**config.mk**
```make
export PLATFORM = sky130hd
export DESIGN_NAME = bq_out_decim
export DESIGN_NICKNAME = d
export VERILOG_FILES = /design/src/rtl/bq_pkg.sv /design/src/rtl/bq_sync_fifo.sv /design/src/rtl/bq_out_decim.sv
export SDC_FILE = /design/constraint.sdc
export NUM_CORES = 1
export LEC_CHECK = 0
export ABC_AREA = 1
export CAP_MARGIN = 30
export CORE_MARGIN = 1
export CORE_UTILIZATION = 60
export DETAILED_ROUTE_END_ITERATION = 12
export PLACE_DENSITY = 0.83
export SKIP_LAST_GASP = 1
export SLEW_MARGIN = 25
export SYNTH_ARGS = -nofsm -noshare
export SYNTH_HDL_FRONTEND = slang
export SYNTH_SLANG_ARGS = --single-unit
```
**constraint.sdc**
```tcl
create_clock -name clk -period 9.28 [get_ports clk]
set_clock_uncertainty 0.05 [all_clocks]
set_input_delay 1.856 -clock clk [delete_from_list [all_inputs] [get_ports clk]]
set_output_delay 1.856 -clock clk [all_outputs]
set_load 0.005 [all_outputs]
```
**src/rtl/bq_pkg.sv**
```systemverilog
// Shared types, default sizes and helpers for the biquad output decimator.
// The top's parameters default to these values; the FIFO uses clog2 for pointer widths.
package bq_pkg;

  localparam int DEF_DATAWIDTH = 16;
  localparam int DEF_OUTWIDTH  = 8;
  localparam int DEF_MAXSHIFT  = 7;
  localparam int DEF_FIFODEPTH = 4;

  // A 2^MAXSHIFT-sample sum of DATAWIDTH-bit values cannot overflow this width.
  localparam int ACCW = DEF_DATAWIDTH + DEF_MAXSHIFT;

  typedef enum logic {
    IDLE,
    ACCUM
  } state_t;

  function automatic int clog2(input int n);
    int r;
    r = 0;
    while ((1 << r) < n) r = r + 1;
    return r;
  endfunction

endpackage

```
**src/rtl/bq_sync_fifo.sv**
```systemverilog
// Small first-word-fall-through FIFO: the head entry is presented as soon as it is stored.
// A full FIFO accepts a push only when a pop happens in the same cycle.
module bq_sync_fifo
  import bq_pkg::*;
#(
  parameter int WIDTH = 8,
  parameter int DEPTH = 4
) (
  input  logic                    clk,
  input  logic                    nreset,
  input  logic                    clear,
  input  logic                    push,
  input  logic [WIDTH-1:0]        push_data,
  input  logic                    pop,
  output logic [WIDTH-1:0]        head,
  output logic                    full,
  output logic                    empty,
  output logic [clog2(DEPTH):0]   level
);

  localparam int AW = clog2(DEPTH);
  localparam int LW = AW + 1;

  logic [WIDTH-1:0] mem [DEPTH];
  logic [AW-1:0]    wr_ptr;
  logic [AW-1:0]    rd_ptr;
  logic             do_push;
  logic             do_pop;

  assign empty   = (level == '0);
  assign full    = (level == LW'(DEPTH));
  assign do_pop  = pop && !empty;
  assign do_push = push && (!full || do_pop);
  assign head    = empty ? '0 : mem[rd_ptr];

  // NOTE: storage has no reset; only the pointers and level do, and head is masked while empty.
  always_ff @(posedge clk) begin
    if (do_push) mem[wr_ptr] <= push_data;
  end

  // Pointers are AW bits wide, so the increment wraps modulo DEPTH by itself.
  always_ff @(posedge clk or negedge nreset) begin
    if (!nreset) begin
      wr_ptr <= '0;
      rd_ptr <= '0;
      level  <= '0;
    end else if (clear) begin
      wr_ptr <= '0;
      rd_ptr <= '0;
      level  <= '0;
    end else begin
      if (do_push) wr_ptr <= wr_ptr + 1'b1;
      if (do_pop)  rd_ptr <= rd_ptr + 1'b1;
      case ({do_push, do_pop})
        2'b10:   level <= level + 1'b1;
        2'b01:   level <= level - 1'b1;
        default: level <= level;
      endcase
    end
  end

endmodule

```
**src/rtl/bq_out_decim.sv**
```systemverilog
// Decimates the biquad output by 2^k with a rounded boxcar average and queues the
// top byte of each average in a FWFT FIFO toward the consumer.
module bq_out_decim
  import bq_pkg::*;
#(
  parameter int DATAWIDTH = DEF_DATAWIDTH,
  parameter int OUTWIDTH  = DEF_OUTWIDTH,
  parameter int MAXSHIFT  = DEF_MAXSHIFT,
  parameter int FIFODEPTH = DEF_FIFODEPTH
) (
  input  logic                        clk,
  input  logic                        nreset,
  input  logic [DATAWIDTH-1:0]        y_i,
  input  logic                        y_valid_i,
  input  logic [2:0]                  dec_shift_i,
  input  logic                        clear_i,
  output logic [OUTWIDTH-1:0]         out_data_o,
  output logic                        out_valid_o,
  input  logic                        out_ready_i,
  output logic [clog2(FIFODEPTH):0]   fifo_level_o,
  output logic                        overflow_o
);

  localparam int ACC_W = DATAWIDTH + MAXSHIFT;
  localparam int SUM_W = ACC_W + 1;
  localparam int CNT_W = MAXSHIFT + 1;

  state_t                    state;
  logic [2:0]                k_lat;
  logic signed [ACC_W-1:0]   acc;
  logic [CNT_W-1:0]          count;

  logic [2:0]                k_in;
  logic [2:0]                k_use;
  logic signed [DATAWIDTH-1:0] y_s;
  logic signed [SUM_W-1:0]   acc_term;
  logic signed [SUM_W-1:0]   sum;
  logic signed [SUM_W-1:0]   rnd;
  logic signed [SUM_W-1:0]   avg_full;
  logic [DATAWIDTH-1:0]      avg;
  logic                      in_range;
  logic [CNT_W-1:0]          target;
  logic                      last;
  logic                      push;
  logic [OUTWIDTH-1:0]       push_data;
  logic                      pop;
  logic                      fifo_full;
  logic                      fifo_empty;

  assign y_s = y_i;

  generate
    if (MAXSHIFT >= 7) begin : g_k_nosat
      assign k_in = dec_shift_i;
    end else begin : g_k_sat
      assign k_in = (dec_shift_i > 3'(MAXSHIFT)) ? 3'(MAXSHIFT) : dec_shift_i;
    end
  endgenerate

  // The window-completing sample is folded in combinationally so its average is
  // pushed on the same edge that samples it.
  // NOTE: every signal gets a default at the top of always_comb so no path leaves it unassigned.
  always_comb begin
    k_use    = (state == IDLE) ? k_in : k_lat;
    target   = CNT_W'(1) << k_lat;
    last     = (state == ACCUM) ? ((count + 1'b1) == target) : (k_in == 3'd0);
    acc_term = (state == ACCUM) ? SUM_W'(acc) : '0;
    sum      = SUM_W'(y_s) + acc_term;
    rnd      = (k_use == 3'd0) ? '0 : (SUM_W'(1) << (k_use - 3'd1));
    avg_full = (sum + rnd) >>> k_use;
    in_range = (&avg_full[SUM_W-1:DATAWIDTH-1]) || !(|avg_full[SUM_W-1:DATAWIDTH-1]);
    avg      = in_range ? avg_full[DATAWIDTH-1:0]
                        : {avg_full[SUM_W-1], {(DATAWIDTH-1){~avg_full[SUM_W-1]}}};
    push_data = avg[DATAWIDTH-1 -: OUTWIDTH];
    push      = y_valid_i && last && !clear_i;
  end

  // NOTE: sequential state uses non-blocking assignments so every register samples pre-edge values.
  always_ff @(posedge clk or negedge nreset) begin
    if (!nreset) begin
      state <= IDLE;
      k_lat <= '0;
      acc   <= '0;
      count <= '0;
    end else if (clear_i) begin
      state <= IDLE;
      k_lat <= '0;
      acc   <= '0;
      count <= '0;
    end else if (y_valid_i) begin
      case (state)
        IDLE: begin
          // k = 0 emits straight from IDLE without opening a window.
          if (k_in != 3'd0) begin
            k_lat <= k_in;
            acc   <= ACC_W'(y_s);
            count <= CNT_W'(1);
            state <= ACCUM;
          end
        end
        ACCUM: begin
          if (last) begin
            state <= IDLE;
            acc   <= '0;
            count <= '0;
          end else begin
            acc   <= acc + ACC_W'(y_s);
            count <= count + 1'b1;
          end
        end
        default: state <= IDLE;
      endcase
    end
  end

  assign out_valid_o = !fifo_empty;
  assign pop         = out_valid_o && out_ready_i;

  always_ff @(posedge clk or negedge nreset) begin
    if (!nreset) begin
      overflow_o <= 1'b0;
    end else if (clear_i) begin
      overflow_o <= 1'b0;
    end else if (push && fifo_full && !pop) begin
      overflow_o <= 1'b1;
    end
  end

  bq_sync_fifo #(
    .WIDTH (OUTWIDTH),
    .DEPTH (FIFODEPTH)
  ) u_fifo (
    .clk       (clk),
    .nreset    (nreset),
    .clear     (clear_i),
    .push      (push),
    .push_data (push_data),
    .pop       (pop),
    .head      (out_data_o),
    .full      (fifo_full),
    .empty     (fifo_empty),
    .level     (fifo_level_o)
  );

endmodule
```
# Yosys cells after proc, flatten, opt, wreduce, memory -nomap -nowiden
# Memories as Yosys holds them, arrays and structs flattened.
# Cells that the tools add are included.
# totals
regBits	43
mem_bits_rw	32
in_bits	24
word_cells	92
mem_count	1
# classes
add_sub_neg	9
eq_ne	6
n_shift	3
n_mux	35
bitwise	2
reduce_logical	28
# memory_table
name	depth	word_bits	read_ports	rd_clocked_by_memory_dff	write_ports	line_no	source
u_fifo.mem	4	8	1	0	1	bq_sync_fifo.sv:24	logic [WIDTH-1:0] mem [DEPTH];
# op_table
op	n
23-bit two-way mux	4
24-bit two-way mux	2
23-bit case mux with 2 select lines	1
8-bit two-way mux	5
16-bit by 24-bit adder with 24-bit output	1
24-bit adder	1
1-bit by 3-bit << shifter with 24-bit output (first input constant)	1
24-bit by 3-bit >>> shifter with 24-bit output	1
23-bit by 16-bit adder with 23-bit output	1
3-bit two-way mux	6
16-bit two-way mux	1
8-bit case mux with 2 select lines	1
2-bit nonzero test	5
3-bit logical NOT	3
1-bit two-way mux	9
9-bit AND reduction	1
9-bit OR reduction	1
8-bit by 1-bit adder with 8-bit output (second input constant)	1
8-bit == test	1
2-bit two-way mux	4
1-bit by 3-bit << shifter with 8-bit output (first input constant)	1
1-bit logical AND	7
3-bit case mux with 2 select lines	1
3-bit nonzero test	2
other kinds (14)	22

# Depth between registers and ports, before layout
# Gate-level depths: netlist (run 1).
# depth
ltp_word	10
ltp_mapped	29
depth_no_buf	29

# Cells and area by module
# From an unflattened synthesis (run 1), not the netlist that was laid out.
# unflattened
cells_unflattened	1026
hier_area_um2	7230.7
# modules_own_cells
module	n_inst	cells_each	area_each_um2	seq_area_each_um2
bq_out_decim	1	868	5482.8	900.9
bq_sync_fifo	1	158	1747.9	1136.1

# Least setup slack after synthesis (run 1)
# No wires, ideal clock.
# synth_path
path_type	input to register
startpoint	input dec_shift_i[0]
endpoint	memory u_fifo.mem[0][0] (data pin)
setup_ns	0.266
arrival_time_ns	5.052
setup_slack_ns	3.912
path_stages	28
cell_sequence	inv_1 -> nand2_1 -> nand2_1 -> buf_2 -> inv_1 -> clkbuf_1 -> nor2_1 -> nand2_1 -> fa_1 -> inv_1 -> ha_1 -> a21oi_1 -> nor2_1 -> o21ai_0 -> o211ai_2 -> nand2_1 -> nand2_2 -> nand2_1 -> nand2_1 -> xor2_1 -> nor2_1 -> nand2_1 -> nand2_1 -> nand2_1 -> inv_4 -> nand2_4 -> nand2_4 -> nand2_1
# synth_via
elab_chain_cells	10
# synth_lines
element	line_no	source
start: declaration	bq_out_decim.sv:15	input logic [2:0] dec_shift_i,
3-bit two-way mux *	bq_out_decim.sv:64	k_use = (state == IDLE) ? k_in : k_lat;
3-bit by 1-bit subtractor with 3-bit output	bq_out_decim.sv:69	rnd = (k_use == 3'd0) ? '0 : (SUM_W'(1) << (k_use - 3'd1));
1-bit by 3-bit << shifter with 24-bit output	bq_out_decim.sv:69	
24-bit two-way mux	bq_out_decim.sv:69	
24-bit adder	bq_out_decim.sv:70	avg_full = (sum + rnd) >>> k_use;
24-bit by 3-bit >>> shifter with 24-bit output *	bq_out_decim.sv:70	
9-bit OR reduction	bq_out_decim.sv:71	in_range = (&avg_full[SUM_W-1:DATAWIDTH-1]) || !(|avg_full[SUM_W-1:DATAWIDTH-1]);
1-bit logical NOT	bq_out_decim.sv:71	
1-bit logical OR	bq_out_decim.sv:71	
16-bit two-way mux *	bq_out_decim.sv:72	avg = in_range ? avg_full[DATAWIDTH-1:0]
via avg[8]	bq_out_decim.sv:40	logic [DATAWIDTH-1:0] avg;
end: declaration	bq_sync_fifo.sv:24	
# The timed path passes the listed nets; every way through them passes the cells marked *.

# Worst setup path after layout (run 1)
# layout_path
startpoint	input dec_shift_i[2]
endpoint	memory u_fifo.mem[1][0] (data pin)
# Same word-level chain as after synthesis.

==> results of run 1 <==
## cells by family after synthesis
group                      Yosys count  synth area share
buffers and inverters              148           0.08055
xor gates and xnor gates            35           0.04532
and+or+nand+nor                    453            0.2878
adders and majority gates           73            0.1377
muxes                                1          0.001416
AOI/OAI and AO/OA                  198            0.1590
DFF                                 75            0.2882
## routing by layer
| layer | vias to the layer above | global-route usage |
|---|---|---|
| li1 | 3361 | - |
| met1 | 3091 | 0.3776 |
| met2 | 188 | 0.4882 |
| met3 | 39 | 0.04610 |
| met4 | 0 | 0.1182 |
| met5 | - | 0 |
## per-stage QoR
stage	total power, µW	area, µm²
finish	1276	7840
detailed placement	935.1	7555
floorplan	777.4	7068
global placement	922.0	7527
CTS	1275	7840
global route	1371	7840
## sequential cells by signal, summed over array words and instances (netlist names)
name	count
k_lat	3
state	1
acc	23
u_fifo.wr_ptr	2
u_fifo.rd_ptr	2
count	8
u_fifo.mem	32
overflow_o	1
u_fifo.level	3
## worst min-delay path: cells and delay by family, from the launching register on
kind,cells,cell delay [ns]
DFF,1,0.34
and+or+nand+nor,1,0.05
AOI/OAI and AO/OA,1,0.06
## placed cells by master (no fill, tap or decap), types with 3 or more instances in the layout
| cell type | instances |
|---|---|
| sky130_fd_sc_hd__a21oi_1 | 68 |
| sky130_fd_sc_hd__a32o_1 | 3 |
| sky130_fd_sc_hd__ha_1 | 65 |
| sky130_fd_sc_hd__buf_4 | 3 |
| sky130_fd_sc_hd__inv_1 | 117 |
| sky130_fd_sc_hd__clkbuf_16 | 9 |
| sky130_fd_sc_hd__inv_2 | 5 |
| sky130_fd_sc_hd__o211ai_1 | 12 |
| sky130_fd_sc_hd__a31oi_1 | 9 |
| sky130_fd_sc_hd__nor3_1 | 11 |
| sky130_fd_sc_hd__nand3_1 | 80 |
| sky130_fd_sc_hd__or2_2 | 4 |
| sky130_fd_sc_hd__clkdlybuf4s50_1 | 35 |
| sky130_fd_sc_hd__fa_1 | 8 |
| sky130_fd_sc_hd__o22ai_1 | 7 |
| sky130_fd_sc_hd__xnor2_1 | 8 |
| sky130_fd_sc_hd__a21o_1 | 5 |
| sky130_fd_sc_hd__nand2_2 | 17 |
| sky130_fd_sc_hd__o21ai_1 | 8 |
| sky130_fd_sc_hd__nand4_1 | 11 |
| sky130_fd_sc_hd__dfrtp_1 | 43 |
| sky130_fd_sc_hd__nand2_4 | 9 |
| sky130_fd_sc_hd__clkinvlp_4 | 3 |
| sky130_fd_sc_hd__nand2_1 | 218 |
| sky130_fd_sc_hd__edfxtp_1 | 32 |
| sky130_fd_sc_hd__nor2_1 | 90 |
| sky130_fd_sc_hd__o21ai_0 | 71 |
| sky130_fd_sc_hd__clkinv_1 | 3 |
| sky130_fd_sc_hd__xor2_1 | 26 |
## cell type report
type / count / area (µm²)
fillers: 958 / 3627
clock inverters: 7 / 60.06
multi-input cells: 760 / 4466
inverters: 126 / 475.5
repair buffers: 40 / 397.9
flip-flops and latches: 75 / 2037
well taps: 143 / 178.9
clock buffers: 9 / 225.2
## worst max path at each step
stage	start	endpoint	slack, ns
after detailed placement	dec_shift_i[0]	u_fifo.mem[2][0]	2.65
after CTS	dec_shift_i[0]	u_fifo.mem[1][0]	3.00
final	dec_shift_i[2]	u_fifo.mem[1][0]	2.89
after global routing	dec_shift_i[0]	u_fifo.mem[1][0]	2.47
after global placement	dec_shift_i[0]	u_fifo.mem[0][4]	2.73
after floorplan	dec_shift_i[0]	u_fifo.mem[0][0]	3.91
## power groups by stage
stage	Clock, µW	Sequential (µW)	Combinational (µW)
3_3_place_gp	0	412	510
4_1_cts	342	406	527
2_1_floorplan	0	400	378
5_1_grt	359	411	601
3_5_place_dp	0	412	523
6_report	336	406	534
## Yosys cell counts (3+ instances only)
library cell / instances
sky130_fd_sc_hd__buf_2: 3
sky130_fd_sc_hd__inv_1: 117
sky130_fd_sc_hd__dfrtp_1: 43
sky130_fd_sc_hd__o211ai_1: 12
sky130_fd_sc_hd__nand3_1: 80
sky130_fd_sc_hd__or2_2: 4
sky130_fd_sc_hd__a21oi_1: 69
sky130_fd_sc_hd__xor2_1: 26
sky130_fd_sc_hd__nand2_4: 9
sky130_fd_sc_hd__a32o_1: 3
sky130_fd_sc_hd__nand4_1: 11
sky130_fd_sc_hd__edfxtp_1: 32
sky130_fd_sc_hd__ha_1: 65
sky130_fd_sc_hd__o22ai_1: 7
sky130_fd_sc_hd__o21ai_0: 71
sky130_fd_sc_hd__clkbuf_1: 13
sky130_fd_sc_hd__nand2_2: 17
sky130_fd_sc_hd__buf_1: 5
sky130_fd_sc_hd__inv_2: 5
sky130_fd_sc_hd__xnor2_1: 8
sky130_fd_sc_hd__fa_1: 8
sky130_fd_sc_hd__o21ai_1: 8
sky130_fd_sc_hd__a21o_1: 5
sky130_fd_sc_hd__nor3_1: 11
sky130_fd_sc_hd__nand2_1: 218
sky130_fd_sc_hd__a31oi_1: 9
sky130_fd_sc_hd__clkinv_1: 3
sky130_fd_sc_hd__nor2_1: 90
==> impl_table.tex, run 1 <==
\begin{tabular}{lr}
\hline
Metric & Value \\
\hline
\multicolumn{2}{l}{\textbf{Clock tree}} \\
\quad Clock sinks & 75 \\
\quad Clock latency on the worst-skew pair & 0.35 ns \\
\quad Clk buf depth & 2 \\
\quad Count of H-tree levels built during CTS & 3 \\
\quad CTS tree & built \\
\quad Root buffer selected by CTS & sky130\_fd\_sc\_hd\_\_clkbuf\_16 \\
\quad Count of buffers added by post-CTS timing repair for setup & 0 \\
\quad Quantity of hold-fixing buffers added after cts & 0 \\
\quad Clock transition at the registers of the reported paths & 0.06 ns \\
\quad Post-cts resize count & 0 \\
\quad Number of buffers inserted during clock tree synthesis & 9 \\
\multicolumn{2}{l}{\textbf{Floorplan}} \\
\quad Starting Density & 0.6164 \\
\quad Core area & 11,470 µm² \\
\quad \# IOs & 37 \\
\quad Floorplan die width & 110.5 µm \\
\quad Std cell rows & 39 \\
\quad Die Footprint & 12,220 µm² \\
\quad DIE HEIGHT & 110.5 µm \\
\multicolumn{2}{l}{\textbf{Cells and area}} \\
\quad Nets & roughly 1,100 \\
\quad Layout area overhead & 10.92\% \\
\quad Core occupancy in the finished layout & 0.6837 \\
\quad Layout cells sized above 1 & 0.06785 \\
\quad Number of non-filler instances in the completed layout & 1,160 \\
\quad Number of diodes added for antenna fixing & 0 \\
\multicolumn{2}{l}{\textbf{Route}} \\
\quad Count of vias placed by the detailed router & 6,679 \\
\quad Count of antenna-violating nets left after detailed routing & 0 \\
\quad Ratio of routed vias to standard cells & 5.758 \\
\quad Average detailed-routed wire length per instance & $\sim$15 µm \\
\quad Detailed route wirelength on metal2 & 8056 µm \\
\quad Routed length on met3 & 778 µm \\
\quad Drt initial violations & $\sim$510 \\
\quad DRC viols & 0 \\
\quad Final wirelength & 17,120 µm \\
\quad First-pass DRT Iterations & 6 \\
\quad Uppermost layer routed & met4 \\
\quad Met1 Routed Length & 7838 µm \\
\multicolumn{2}{l}{\textbf{Yosys}} \\
\quad Most frequently used flop master after synthesis & sky130\_fd\_sc\_hd\_\_dfrtp\_1 \\
\quad Number of instances in the synthesized netlist & 983 \\
\quad Leading area contributor after synthesis & sky130\_fd\_sc\_hd\_\_dfrtp\_1 \\
\quad Post-synthesis cell area & 7068 µm² \\
\quad Async S/R FF share, synth & 0.5733 \\
\quad Warnings, synthesis & 0 \\
\quad Top-area cell type share of the netlist area & 0.1522 \\
\quad Count of different cell masters after synthesis & 50 \\
\quad Total nets after synthesis & 1,080 \\
\quad Seq/Total Area, Yosys & 0.2882 \\
\quad Most area-consuming cells after synthesis & sky130\_fd\_sc\_hd\_\_dfrtp\_1, sky130\_fd\_sc\_hd\_\_edfxtp\_1, sky130\_fd\_sc\_hd\_\_nand2\_1 \\
\quad Mean instance size in the synthesized netlist & 7.190 µm² \\
\quad Number of enable-type register cells in the synthesized netlist & 32 \\
\quad Register bit count reported by yosys & 75 \\
\multicolumn{2}{l}{\textbf{Worst hold path}} \\
\quad Terminating pin of the worst hold path & overflow\_o \\
\quad Critical hold path startpoint & overflow\_o \\
\quad Worst hold path stage count & 2 \\
\quad Path type of the worst min-delay path & flop to flop \\
\multicolumn{2}{l}{\textbf{STA}} \\
\quad Final min period & 6.389 ns \\
\quad Hold Worst Slack & roughly 0.43 ns \\
\quad Final worst-path setup slack & 2.891 ns \\
\quad Max-slew violation count & 0 \\
\quad Setup Total Neg Slack & 0 ns \\
\quad Unrepaired setup endpoints after global routing & no \\
\quad Tcrit/Tclk final & 0.6885 \\
\quad Final setup viols & 0 \\
\quad Slew of the pin with the lowest slew margin & 0.8049 ns \\
\quad Rel. slew slack & 0.4614 \\
\quad Number of hold violations in the final report & 0 \\
\quad Maximum frequency from static timing analysis & $\sim$0.16 GHz \\
\multicolumn{2}{l}{\textbf{Global routing}} \\
\quad Vias in the first global route & 6,305 \\
\quad GRT Total Usage & 0.2922 \\
\quad Antenna violations before repair & 0 \\
\quad Maximum number of pins on one net before global-route repair & 56 \\
\quad GR Overflow Total & 0 \\
\quad Wire length of the first global-routing pass & between 20,000 and 30,000 µm \\
\multicolumn{2}{l}{\textbf{Setup path}} \\
\quad Max stage delay cell, worst path & sky130\_fd\_sc\_hd\_\_clkdlybuf4s50\_1 \\
\quad Family with the most delay on the worst path & simple AND/OR/NAND/NOR gates \\
\quad Type of destination of the critical path & flop \\
\quad Levels on crit path & 25 \\
\quad Reg-to-reg endpoint & u\_fifo.mem[1][0] \\
\quad Data arrival time of the critical path & approximately 6.4 ns \\
\quad Flop-to-flop setup slack & 4.00 ns \\
\quad CP Launch Type & input port \\
\quad Critical path's most frequent cell & sky130\_fd\_sc\_hd\_\_nand2\_1 \\
\quad Highest cell delay on the worst timing path & 0.53 ns \\
\quad Crit path max fanout & 12 \\
\quad Startpoint of the worst register-to-register path & state \\
\quad Count of cells along the worst register-to-register path & 25 \\
\quad Category of the critical setup timing path & input port to flop \\
\quad Required time reported for the critical path endpoint & 9.30 ns \\
\quad Count of buffering cells on the critical path with inverters included & 5 \\
\multicolumn{2}{l}{\textbf{Power and ir drop}} \\
\quad Sequential share of power & 0.318 \\
\quad Share of power burned in combinational logic & 0.418 \\
\quad Pwr Density & 162.7 nW/µm² \\
\quad Internal & between 700 and 800 µW \\
\quad Worst IR Drop VDD & roughly 0.00018 V \\
\quad Reported net switching power & 506.1 µW \\
\quad Clock share of power & 0.264 \\
\quad Static leakage power & 0.003843 µW \\
\quad Switching part of the total power & 0.3967 \\
\multicolumn{2}{l}{\textbf{Placement}} \\
\quad Final weighted congestion of routability-driven global placement & $\sim$0.95 \\
\quad DPL Wire Length & between 10,000 and 15,000 µm \\
\quad Post-Place Cells & around 1,100 \\
\quad Quantity of I/O buffers inserted on ports & 36 \\
\quad Pre-CTS worst setup slack & 2.649 ns \\
\multicolumn{2}{l}{\textbf{Run status}} \\
\quad Run status & finished, final reports clean \\
\multicolumn{2}{l}{\textbf{Flow run}} \\
\quad Number of max-cap violations & 0 \\
\hline
\end{tabular}
No activity file was read; power rests on OpenSTA's default activity.
==> inputs of run 2 (changes only) <==
--- a/config.mk
+++ b/config.mk
@@ -8,9 +8,9 @@
 export ABC_AREA = 1
 export CAP_MARGIN = 30
 export CORE_MARGIN = 1
-export CORE_UTILIZATION = 60
+export CORE_UTILIZATION = 56
 export DETAILED_ROUTE_END_ITERATION = 12
-export PLACE_DENSITY = 0.83
+export PLACE_DENSITY = 0.81
 export SKIP_LAST_GASP = 1
 export SLEW_MARGIN = 25
 export SYNTH_ARGS = -nofsm -noshare
==> constraint.sdc (replaced) <==
create_clock -name clk -period 5.6 [get_ports clk]
set_clock_uncertainty 0.05 [all_clocks]
set_input_delay 1.12 -clock clk [delete_from_list [all_inputs] [get_ports clk]]
set_output_delay 1.12 -clock clk [all_outputs]
set_load 0.005 [all_outputs]
==> run 2 against run 1 <==
Wire length is 1.5% higher. Flip-flop and latch count stayed put. Clock power is 86% higher. Critical path type unchanged.
==> impl_table.tex, run 2 (synthesis results as in run 1) <==
\begin{tabular}{lr}
\hline
Metric & Value \\
\hline
\multicolumn{2}{l}{\textbf{Run status}} \\
\quad Run status & finished, final reports clean \\
\multicolumn{2}{l}{\textbf{Setup path}} \\
\quad Flop-to-flop setup slack & 1.41 ns (-2.59 ns) \\
\quad Category of the critical setup timing path & input port to flop \\
\quad Reg-to-reg endpoint & u\_fifo.mem[0][2] \\
\quad Crit path max fanout & 9 (-3) \\
\quad CP Launch Type & input port \\
\quad Count of cells along the worst register-to-register path & 21 (-16\%) \\
\quad Highest cell delay on the worst timing path & 0.57 ns (+0.04 ns) \\
\quad Startpoint of the worst register-to-register path & state \\
\quad Type of destination of the critical path & flop \\
\quad Capture point of the critical path & u\_fifo.mem[0][2] \\
\quad Max stage delay cell, worst path & sky130\_fd\_sc\_hd\_\_clkdlybuf4s50\_1 \\
\quad Critical path launch point & dec\_shift\_i[1] \\
\quad Data arrival time of the critical path & 4.90 ns (-1.51 ns) \\
\quad Required time reported for the critical path endpoint & 5.62 ns (-3.68 ns) \\
\multicolumn{2}{l}{\textbf{Worst hold path}} \\
\quad Path type of the worst min-delay path & flop to flop \\
\multicolumn{2}{l}{\textbf{Floorplan}} \\
\quad Die Footprint & 13,070 µm² (+7.0\%) \\
\quad Floorplan die width & 114.3 µm (+3.4\%) \\
\quad Core area & 12,160 µm² (+6.1\%) \\
\quad Starting Density & 0.5812 (-0.03519) \\
\quad \# IOs & 37 (unchanged) \\
\quad DIE HEIGHT & 114.3 µm (+3.4\%) \\
\quad Std cell rows & 40 (+2.6\%) \\
\multicolumn{2}{l}{\textbf{STA}} \\
\quad Final setup viols & 0 (unchanged) \\
\quad Setup Total Neg Slack & 0 ns (unchanged) \\
\quad Final min period & between 4 and 5 ns \\
\quad Maximum frequency from static timing analysis & between 0.2 and 0.25 GHz \\
\quad Final worst-path setup slack & 0.7213 ns (-2.169 ns) \\
\quad Max-slew violation count & 0 (unchanged) \\
\quad Number of hold violations in the final report & 0 (unchanged) \\
\quad Unrepaired setup endpoints after global routing & no \\
\quad Tcrit/Tclk final & 0.8712 \\
\quad Slew of the pin with the lowest slew margin & 0.8215 ns (+0.01657 ns) \\
\quad Rel. slew slack & 0.4510 (-0.01039) \\
\multicolumn{2}{l}{\textbf{Placement}} \\
\quad DPL Wire Length & 13,570 µm (+3.3\%) \\
\quad Pre-CTS worst setup slack & 0.4002 ns (-2.249 ns) \\
\quad Final weighted congestion of routability-driven global placement & 0.9566 (+0.82\%) \\
\quad Quantity of I/O buffers inserted on ports & 36 (unchanged) \\
\multicolumn{2}{l}{\textbf{Route}} \\
\quad First-pass DRT Iterations & 5 (-1) \\
\quad Count of antenna-violating nets left after detailed routing & 0 (unchanged) \\
\quad Ratio of routed vias to standard cells & 5.604 (-2.7\%) \\
\quad DRC viols & 0 (unchanged) \\
\quad Count of vias placed by the detailed router & 6,686 (+0.10\%) \\
\quad Drt initial violations & 506 (-1.2\%) \\
\quad Average detailed-routed wire length per instance & 14.58 µm (-1.3\%) \\
\quad Final wirelength & 17,390 µm (+1.5\%) \\
\multicolumn{2}{l}{\textbf{Clock tree}} \\
\quad Clock latency on the worst-skew pair & 0.35 ns (about the same) \\
\quad Post-cts resize count & 0 (unchanged) \\
\quad Root buffer selected by CTS & sky130\_fd\_sc\_hd\_\_clkbuf\_16 \\
\quad CTS tree & built \\
\quad Count of H-tree levels built during CTS & 3 (unchanged) \\
\quad Number of buffers inserted during clock tree synthesis & 9 (unchanged) \\
\quad Clock sinks & 75 (unchanged) \\
\quad Clk buf depth & 2 (unchanged) \\
\quad Clock transition at the registers of the reported paths & 0.06 ns (about the same) \\
\quad Count of buffers added by post-CTS timing repair for setup & 0 (unchanged) \\
\quad Quantity of hold-fixing buffers added after cts & 0 (unchanged) \\
\multicolumn{2}{l}{\textbf{Power and ir drop}} \\
\quad Static leakage power & 0.003909 µW (+1.7\%) \\
\quad Worst IR Drop VDD & 0.0001452 V (-20\%) \\
\quad PnR Total Power & 2183 µW (+71\%) \\
\quad Pwr Density & 273.9 nW/µm² (+68\%) \\
\multicolumn{2}{l}{\textbf{Cells and area}} \\
\quad Number of diodes added for antenna fixing & 0 (unchanged) \\
\quad Layout cells sized above 1 & 0.07220 (+0.004349) \\
\quad Layout area overhead & 12.80\% \\
\quad Most flop-heavy register & u\_fifo.mem \\
\quad Commonest non-fill, non-tap cells in the layout & sky130\_fd\_sc\_hd\_\_nand2\_1, sky130\_fd\_sc\_hd\_\_inv\_1, sky130\_fd\_sc\_hd\_\_nor2\_1, sky130\_fd\_sc\_hd\_\_nand3\_1, sky130\_fd\_sc\_hd\_\_o21ai\_0 \\
\quad Max FFs per register & 32 (unchanged) \\
\quad Core occupancy in the finished layout & 0.6556 (-0.02813) \\
\quad Nets & 1,117 (+0.72\%) \\
\quad Registers with the highest flip-flop counts & u\_fifo.mem (32), acc (23), count (8) \\
\quad Most common cell after layout, fill and taps aside & sky130\_fd\_sc\_hd\_\_nand2\_1 \\
\multicolumn{2}{l}{\textbf{Global routing}} \\
\quad GRT Total Usage & 0.2876 (-0.004663) \\
\quad Wire length of the first global-routing pass & 29,520 µm (+1.0\%) \\
\quad Vias in the first global route & 6,365 (+0.95\%) \\
\quad GR Overflow Total & 0 (unchanged) \\
\quad Antenna violations before repair & 0 (unchanged) \\
\quad Maximum number of pins on one net before global-route repair & 50 (-11\%) \\
\multicolumn{2}{l}{\textbf{Flow run}} \\
\quad Number of max-cap violations & 0 (unchanged) \\
\hline
\end{tabular}
## run 2: worst min path at each step
stage                      end  cells after the start  startpoint  slack, ns
floorplan              acc[15]                      2     acc[15]       0.42
global placement    overflow_o                      2  overflow_o       0.42
detailed placement  overflow_o                      2  overflow_o       0.43
CTS                 overflow_o                      2  overflow_o       0.45
global route        overflow_o                      2  overflow_o       0.47
finish              overflow_o                      2  overflow_o       0.44
## run 2: per-layer routing
layer | part of all wire | GRT usage | routed length [µm] | up-vias
li1 | - | - | - | 3378
met2 | 0.47 | 0.4901 | 8198 | 208
met4 | 0.025 | 0.1152 | 427 | 0
met1 | 0.45 | 0.3698 | 7889 | 3063
met5 | 0 | 0 | 0 | -
met3 | 0.050 | 0.03759 | 874 | 37
## run 2: critical path: cells and delay by family
kind,cells,cell delay [ns]
adder cells (fa/ha/maj),2,0.83
AO/OA/AOI/OAI,4,0.74
buffers and inverters,6,1.03
AND/OR/NAND/NOR,13,1.18
## run 2: power by group
| group | switching [µW] | total (µW) | leakage (µW) | internal (µW) |
|---|---|---|---|---|
| combinational | 529 | 882 | 0.00290 | 354 |
| sequential | 53.9 | 678 | 0.000854 | 624 |
| clock | 226 | 624 | 0.000155 | 397 |
| total | 809 | 2180 | 0.00391 | 1370 |
## run 2: final cells by class
cell class | instances | area [µm²]
Sequential cell | 75 | 2037
Clock buffer | 15 | 289.0
Timing Repair Buffer | 48 | 465.4
Inverter | 126 | 475.5
Clock inverter | 1 | 30.03
Multi-Input combinational cell | 760 | 4466
Tap cell | 168 | 210.2
Fill cell | 1067 | 4189
## run 2: through the flow
step | cells | area, µm² | hold WS, ns
after detailed placement | 1177 | 7654 | 0.4308
after CTS | 1193 | 7973 | 0.4451
after global placement | 1175 | 7619 | 0.4185
after floorplan | 983 | 7068 | 0.4248
after global routing | 1193 | 7973 | 0.4672
final | 1193 | 7973 | 0.4446
